$ cat config.mk
export PLATFORM = sky130hd
export DESIGN_NAME = mc_main_control
export DESIGN_NICKNAME = d
export VERILOG_FILES = /design/src/rtl/mc_main_control.sv
export SDC_FILE = /design/constraint.sdc
export NUM_CORES = 1
export LEC_CHECK = 0
export CAP_MARGIN = 10
export CORE_ASPECT_RATIO = 1.5
export CORE_MARGIN = 5
export CORE_UTILIZATION = 50
export CTS_CLUSTER_SIZE = 16
export DETAILED_ROUTE_END_ITERATION = 10
export GPL_ROUTABILITY_DRIVEN = 0
export PLACE_DENSITY = 0.81
export SETUP_SLACK_MARGIN = 0.1
export SYNTH_ARGS = -nofsm -noshare
export SYNTH_HDL_FRONTEND = slang
export SYNTH_SLANG_ARGS = --single-unit
$ cat constraint.sdc
create_clock -name clk -period 2 [get_ports clk]
set_clock_uncertainty 0.1 [all_clocks]
set_input_delay 0.3 -clock clk [delete_from_list [all_inputs] [get_ports clk]]
set_output_delay 0.3 -clock clk [all_outputs]
set_load 0.02 [all_outputs]
$ cat src/rtl/mc_main_control.sv
`default_nettype none
// ============================================================================
// Module   : mc_main_control
// Purpose  : Multi-cycle MIPS main control FSM with memory handshake and
//            retired-instruction counter.
// Revision : 1.0
// ============================================================================
module mc_main_control #(
    parameter int CNT_W = 32
) (
    input  logic             clk,
    input  logic             rst,
    input  logic [5:0]       opcode,
    input  logic             mem_ready,
    output logic             mem_req,
    output logic             mem_we,
    output logic             i_or_d,
    output logic             ir_write,
    output logic             pc_write,
    output logic             branch,
    output logic [1:0]       pc_src,
    output logic             reg_write,
    output logic             reg_dst,
    output logic             mem_to_reg,
    output logic             alu_src_a,
    output logic [1:0]       alu_src_b,
    output logic [1:0]       alu_op,
    output logic             illegal_op,
    output logic             halted,
    output logic [3:0]       state,
    output logic [CNT_W-1:0] instr_count
);

    localparam logic [5:0] c_OP_RTYPE = 6'b000000;
    localparam logic [5:0] c_OP_LW    = 6'b100011;
    localparam logic [5:0] c_OP_SW    = 6'b101011;
    localparam logic [5:0] c_OP_BEQ   = 6'b000100;
    localparam logic [5:0] c_OP_ADDI  = 6'b001000;
    localparam logic [5:0] c_OP_J     = 6'b000010;
    localparam logic [5:0] c_OP_HALT  = 6'b111111;

    typedef enum logic [3:0] {
        ST_FETCH  = 4'd0,  ST_DECODE = 4'd1,  ST_MEMADR = 4'd2,
        ST_MEMRD  = 4'd3,  ST_WB_MEM = 4'd4,  ST_MEMWR  = 4'd5,
        ST_EXEC_R = 4'd6,  ST_WB_R   = 4'd7,  ST_BRANCH = 4'd8,
        ST_EXEC_I = 4'd9,  ST_WB_I   = 4'd10, ST_JUMP   = 4'd11,
        ST_HALT   = 4'd12
    } state_t;

    state_t           r_state;
    state_t           w_next;
    logic [CNT_W-1:0] r_count;
    logic             r_is_store;
    logic             w_retire;

    logic       w_mem_req, w_mem_we, w_i_or_d, w_ir_write, w_pc_write;
    logic       w_branch, w_reg_write, w_reg_dst, w_mem_to_reg, w_alu_src_a;
    logic       w_illegal_op, w_halted;
    logic [1:0] w_pc_src, w_alu_src_b, w_alu_op;

    // Load/store choice is latched in DECODE so later opcode changes are ignored.
    always_ff @(posedge clk) begin
        if (rst) begin
            r_state    <= ST_FETCH;
            r_count    <= '0;
            r_is_store <= 1'b0;
        end else begin
            r_state <= w_next;
            if (w_retire)
                r_count <= r_count + CNT_W'(1);
            if (r_state == ST_DECODE)
                r_is_store <= (opcode == c_OP_SW);
        end
    end

    always_comb begin
        w_next       = r_state;
        w_retire     = 1'b0;
        w_mem_req    = 1'b0;
        w_mem_we     = 1'b0;
        w_i_or_d     = 1'b0;
        w_ir_write   = 1'b0;
        w_pc_write   = 1'b0;
        w_branch     = 1'b0;
        w_pc_src     = 2'b00;
        w_reg_write  = 1'b0;
        w_reg_dst    = 1'b0;
        w_mem_to_reg = 1'b0;
        w_alu_src_a  = 1'b0;
        w_alu_src_b  = 2'b00;
        w_alu_op     = 2'b00;
        w_illegal_op = 1'b0;
        w_halted     = 1'b0;
        case (r_state)
            ST_FETCH: begin
                w_mem_req   = 1'b1;
                w_alu_src_b = 2'b01;
                w_alu_op    = 2'b10;
                if (mem_ready) begin
                    w_ir_write = 1'b1;
                    w_pc_write = 1'b1;
                    w_next     = ST_DECODE;
                end
            end
            ST_DECODE: begin
                w_alu_src_b = 2'b11;
                w_alu_op    = 2'b10;
                case (opcode)
                    c_OP_LW, c_OP_SW: w_next = ST_MEMADR;
                    c_OP_RTYPE:       w_next = ST_EXEC_R;
                    c_OP_BEQ:         w_next = ST_BRANCH;
                    c_OP_ADDI:        w_next = ST_EXEC_I;
                    c_OP_J:           w_next = ST_JUMP;
                    c_OP_HALT:        w_next = ST_HALT;
                    default: begin
                        w_illegal_op = 1'b1;
                        w_next       = ST_FETCH;
                    end
                endcase
            end
            ST_MEMADR: begin
                w_alu_src_a = 1'b1;
                w_alu_src_b = 2'b10;
                w_alu_op    = 2'b10;
                w_next      = r_is_store ? ST_MEMWR : ST_MEMRD;
            end
            ST_MEMRD: begin
                w_mem_req = 1'b1;
                w_i_or_d  = 1'b1;
                if (mem_ready)
                    w_next = ST_WB_MEM;
            end
            ST_WB_MEM: begin
                w_reg_write  = 1'b1;
                w_mem_to_reg = 1'b1;
                w_retire     = 1'b1;
                w_next       = ST_FETCH;
            end
            ST_MEMWR: begin
                w_mem_req = 1'b1;
                w_mem_we  = 1'b1;
                w_i_or_d  = 1'b1;
                if (mem_ready) begin
                    w_retire = 1'b1;
                    w_next   = ST_FETCH;
                end
            end
            ST_EXEC_R: begin
                w_alu_src_a = 1'b1;
                w_next      = ST_WB_R;
            end
            ST_WB_R: begin
                w_reg_write = 1'b1;
                w_reg_dst   = 1'b1;
                w_retire    = 1'b1;
                w_next      = ST_FETCH;
            end
            ST_BRANCH: begin
                w_alu_src_a = 1'b1;
                w_alu_op    = 2'b01;
                w_branch    = 1'b1;
                w_pc_src    = 2'b01;
                w_retire    = 1'b1;
                w_next      = ST_FETCH;
            end
            ST_EXEC_I: begin
                w_alu_src_a = 1'b1;
                w_alu_src_b = 2'b10;
                w_alu_op    = 2'b11;
                w_next      = ST_WB_I;
            end
            ST_WB_I: begin
                w_reg_write = 1'b1;
                w_retire    = 1'b1;
                w_next      = ST_FETCH;
            end
            ST_JUMP: begin
                w_pc_write = 1'b1;
                w_pc_src   = 2'b10;
                w_retire   = 1'b1;
                w_next     = ST_FETCH;
            end
            ST_HALT: w_halted = 1'b1;
            default: w_next = ST_FETCH;
        endcase
    end

    // Every output is forced low during the reset cycle, even mid-access.
    assign mem_req     = w_mem_req    & ~rst;
    assign mem_we      = w_mem_we     & ~rst;
    assign i_or_d      = w_i_or_d     & ~rst;
    assign ir_write    = w_ir_write   & ~rst;
    assign pc_write    = w_pc_write   & ~rst;
    assign branch      = w_branch     & ~rst;
    assign pc_src      = rst ? 2'b00 : w_pc_src;
    assign reg_write   = w_reg_write  & ~rst;
    assign reg_dst     = w_reg_dst    & ~rst;
    assign mem_to_reg  = w_mem_to_reg & ~rst;
    assign alu_src_a   = w_alu_src_a  & ~rst;
    assign alu_src_b   = rst ? 2'b00 : w_alu_src_b;
    assign alu_op      = rst ? 2'b00 : w_alu_op;
    assign illegal_op  = w_illegal_op & ~rst;
    assign halted      = w_halted     & ~rst;
    assign state       = rst ? 4'd0 : r_state;
    assign instr_count = rst ? '0 : r_count;

endmodule
`default_nettype wire

==> flow_summary.ini <==
[status]
run_status = complete, but fails checks
failed_checks = negative setup slack

[sta]
worst_pin_slew_ns = 0.520
slew-limit-headroom_pct = 65.2
fmax_ghz = 0.462
rsz0062_at_grt = true
hold_viol_final = 0
finalCritPeriodShare_pct = 108
finalMaxSlewViolations = 0
period_needed_ns = 2.16
setup_violations = 33
setup_ws_ns = -0.163

[synth]
ys.flop_type = dfxtp_1
yosys_warnings = 0
ys_types = 54
synthesis.area_sq_um = 2520
postSynth.asyncResetShare_pct = 0
synth_top_cell_by_area = dfxtp_1
netlist.area_leader.share_pct = 29.4
synth_commonest_cells = dfxtp_1 (37), nor2_1 (36), nor2b_1 (33)
seq_area_frac_synth_pct = 29.4
synthCells = 316
synth_nets = 326
syn_avg_cell_area_sq_um = 7.97
ys_ff_latch = 37
synth.most_common_cell = dfxtp_1
synth_edf_count = 0
synth.area.top_cells = dfxtp_1 (29%), nor2b_1 (8.2%), mux2_1 (6.7%), nor2_1 (5.4%), nor4_1 (4.2%)

[clock_network]
path_clk_slew_ns = 0.09
cts_hold_buf = 0
clockBufferDepth = 2
cts_sinks = 37
cts-root-buf = clkbuf_8
cts_made_buffers = 5
clock_latency_ns = 0.32
htreeDepth = 2
cts_tree = done

[grt]
antenna_found_initial = 0
grt_pass1_vias = 3299
grt_pass1_wl_mm = 16.7
grt_overflow = 0
grt_max_degree = 25
track_usage_pct = 32.9

[detailed_routing]
top_layer = met4
wirelength_mm = 15.1
viasPerCell = 7.08
drtPass1Iterations = 5
drtIter0Drc = 582
route.met3.wl_mm = 1.61
wl_per_cell_microns = 29.3
post-route-drc-count = 0
ant_nets = 0
met1_length_mm = 4.74
dr_total_vias = 3653
route.met2.wl_mm = 7.28

[pwr]
total_power_mw = 2.02
p_leak_nw = 2.35
power_density_nw_per_um2 = 432
peakVddDrop_mv = 0.546

[worst_setup_path]
crit_path_end_kind = output pin
cp_cell_sequence = buf_6 > buf_8 > nor4_4 > and3b_2 > or2_4 > buf_6
cp.depth = 6
cp_slowest_cell = dfxtp_4
path_buf_inv = 3
required_ns = 1.60
critPathMostFrequentCell = buf_6
path_class = flip-flop to output pin
rr_startpoint = r_state[1]$_SDFFE_PP0P_
slowest_delay_ns = 0.37
critical_path.top_delay_family = simple AND/OR/NAND/NOR gates
critPathMaxFanout = 6
worstSetupStartpoint = r_state[1]$_SDFFE_PP0P_
arrival_ns = 1.76
reg2regPathDepth = 7
start_kind = flip-flop

[cells_and_area]
drive_gt1_share_pct = 49.6
finalInstanceArea_sq_um = 4680
utilization_pct = 96.5
stdcell_count = 516
area_growth_syn_to_layout_pct = 85.7
final_nets = 459
diodes = 0

[die]
die_y_microns = 96.9
die-area_sq_um = 6590
die_w_microns = 68.0
start_util_pct = 51.9
ios = 63
core_sq_um = 4850
rows = 31

[placement]
dp_cells = 479
placed_area_sq_um = 3590
port_buffers = 62
hpwl_mm = 5.57
pre_cts_slack_ns = -0.688

[worst_hold_path]
hp-class = flip-flop to flip-flop
hold_depth = 2
hold_path.startpoint = r_count[9]$_SDFFE_PP0P_

[run]
maxCapViolCount = 0
## per-layer routing
layer | track usage (%) | vias up
li1 | - | 1410
met1 | 33.1 | 1688
met2 | 60.0 | 398
met3 | 6.03 | 157
met4 | 17.9 | 0
met5 | 0 | -
## stage by stage
stage	hold slack, ns	TNS [ns]
2_1_floorplan	0.356	-0.0259
3_3_place_gp	0.374	-7.12
4_1_cts	0.395	-0.495
5_1_grt	0.424	-4.05
3_5_place_dp	0.387	-8.29
6_report	0.400	-2.86
## flip-flops by register name (all words and copies together), names as in the netlist
register	cells
r_is_store	1
r_count	32
r_state	4
## worst reg2reg max path, stage by stage (launching register included)
cell	delay (ns)
dfxtp_4	0.37
buf_6	0.12
or3b_4	0.38
a32oi_4	0.36
buf_6	0.16
buf_12	0.16
nor4_4	0.06
mux2_4	0.34
## where the power goes
part | internal (mW) | switching (mW)
combinational | 0.192 | 0.221
sequential | 0.738 | 0.00869
clock | 0.503 | 0.357
total | 1.43 | 0.587
## worst paths after layout
| check | end | slack (ns) |
|---|---|---|
| hold / removal | r_count[9]$_SDFFE_PP0P_ | 0.40 |
| hold reg to reg | r_count[9]$_SDFFE_PP0P_ | 0.40 |
| setup reg to reg | r_count[30]$_SDFFE_PP0P_ | -0.14 |
| setup / recovery | pc_write | -0.16 |
## layout by cell type (no fill, tap or decap), types with 3 or more instances in the layout
master and instances:
a21oi_1 4, a21oi_2 6, and2_1 4, and3_1 5, and4_1 3, buf_12 6
buf_2 7, buf_4 71, buf_6 19, buf_8 3, clkbuf_2 3, clkbuf_8 5
clkdlybuf4s50_1 4, dfxtp_1 30, dfxtp_2 3, dfxtp_4 4, dlygate4sd2_1 24, dlymetal6s2s_1 10
inv_1 8, mux2_2 5, mux2_4 17, nand2_1 12, nand2b_4 4, nand3_1 8
nand4_1 9, nor2_1 35, nor2b_1 33, nor3_1 6, nor3_2 3, nor3_4 8
nor4_4 14, o21ai_0 4, o31ai_4 4, or4_4 7
## logic make-up (layout without fill, tap and decap cells)
group           Yosys count  count (layout)  share of synthesized area, %
fa+ha+maj                 1               1                         0.497
buf+inv                  32             166                          6.46
simple gates            179             179                          40.2
mux                      23              23                          10.2
flops                    37              37                          29.4
xor+xnor                  5               5                          1.74
compound gates           39              39                          11.4
## area by class of cell
class	instances	area [sq um]
clock inverters	3	68.8
flip-flops and latches	37	759
inverters	8	30.0
well taps	66	82.6
multi-input cells	247	2280
clock buffers	5	68.8
repair buffers	150	1390
fillers	103	171
## timing repair
item	CTS	global route
resized for setup	202	103
setup buffers	17	12
setup endpoints to repair	72	63
hold endpoints to repair	0	0
pin swaps	38	42
cloned	3	0
(Power assumes the default switching activity.)
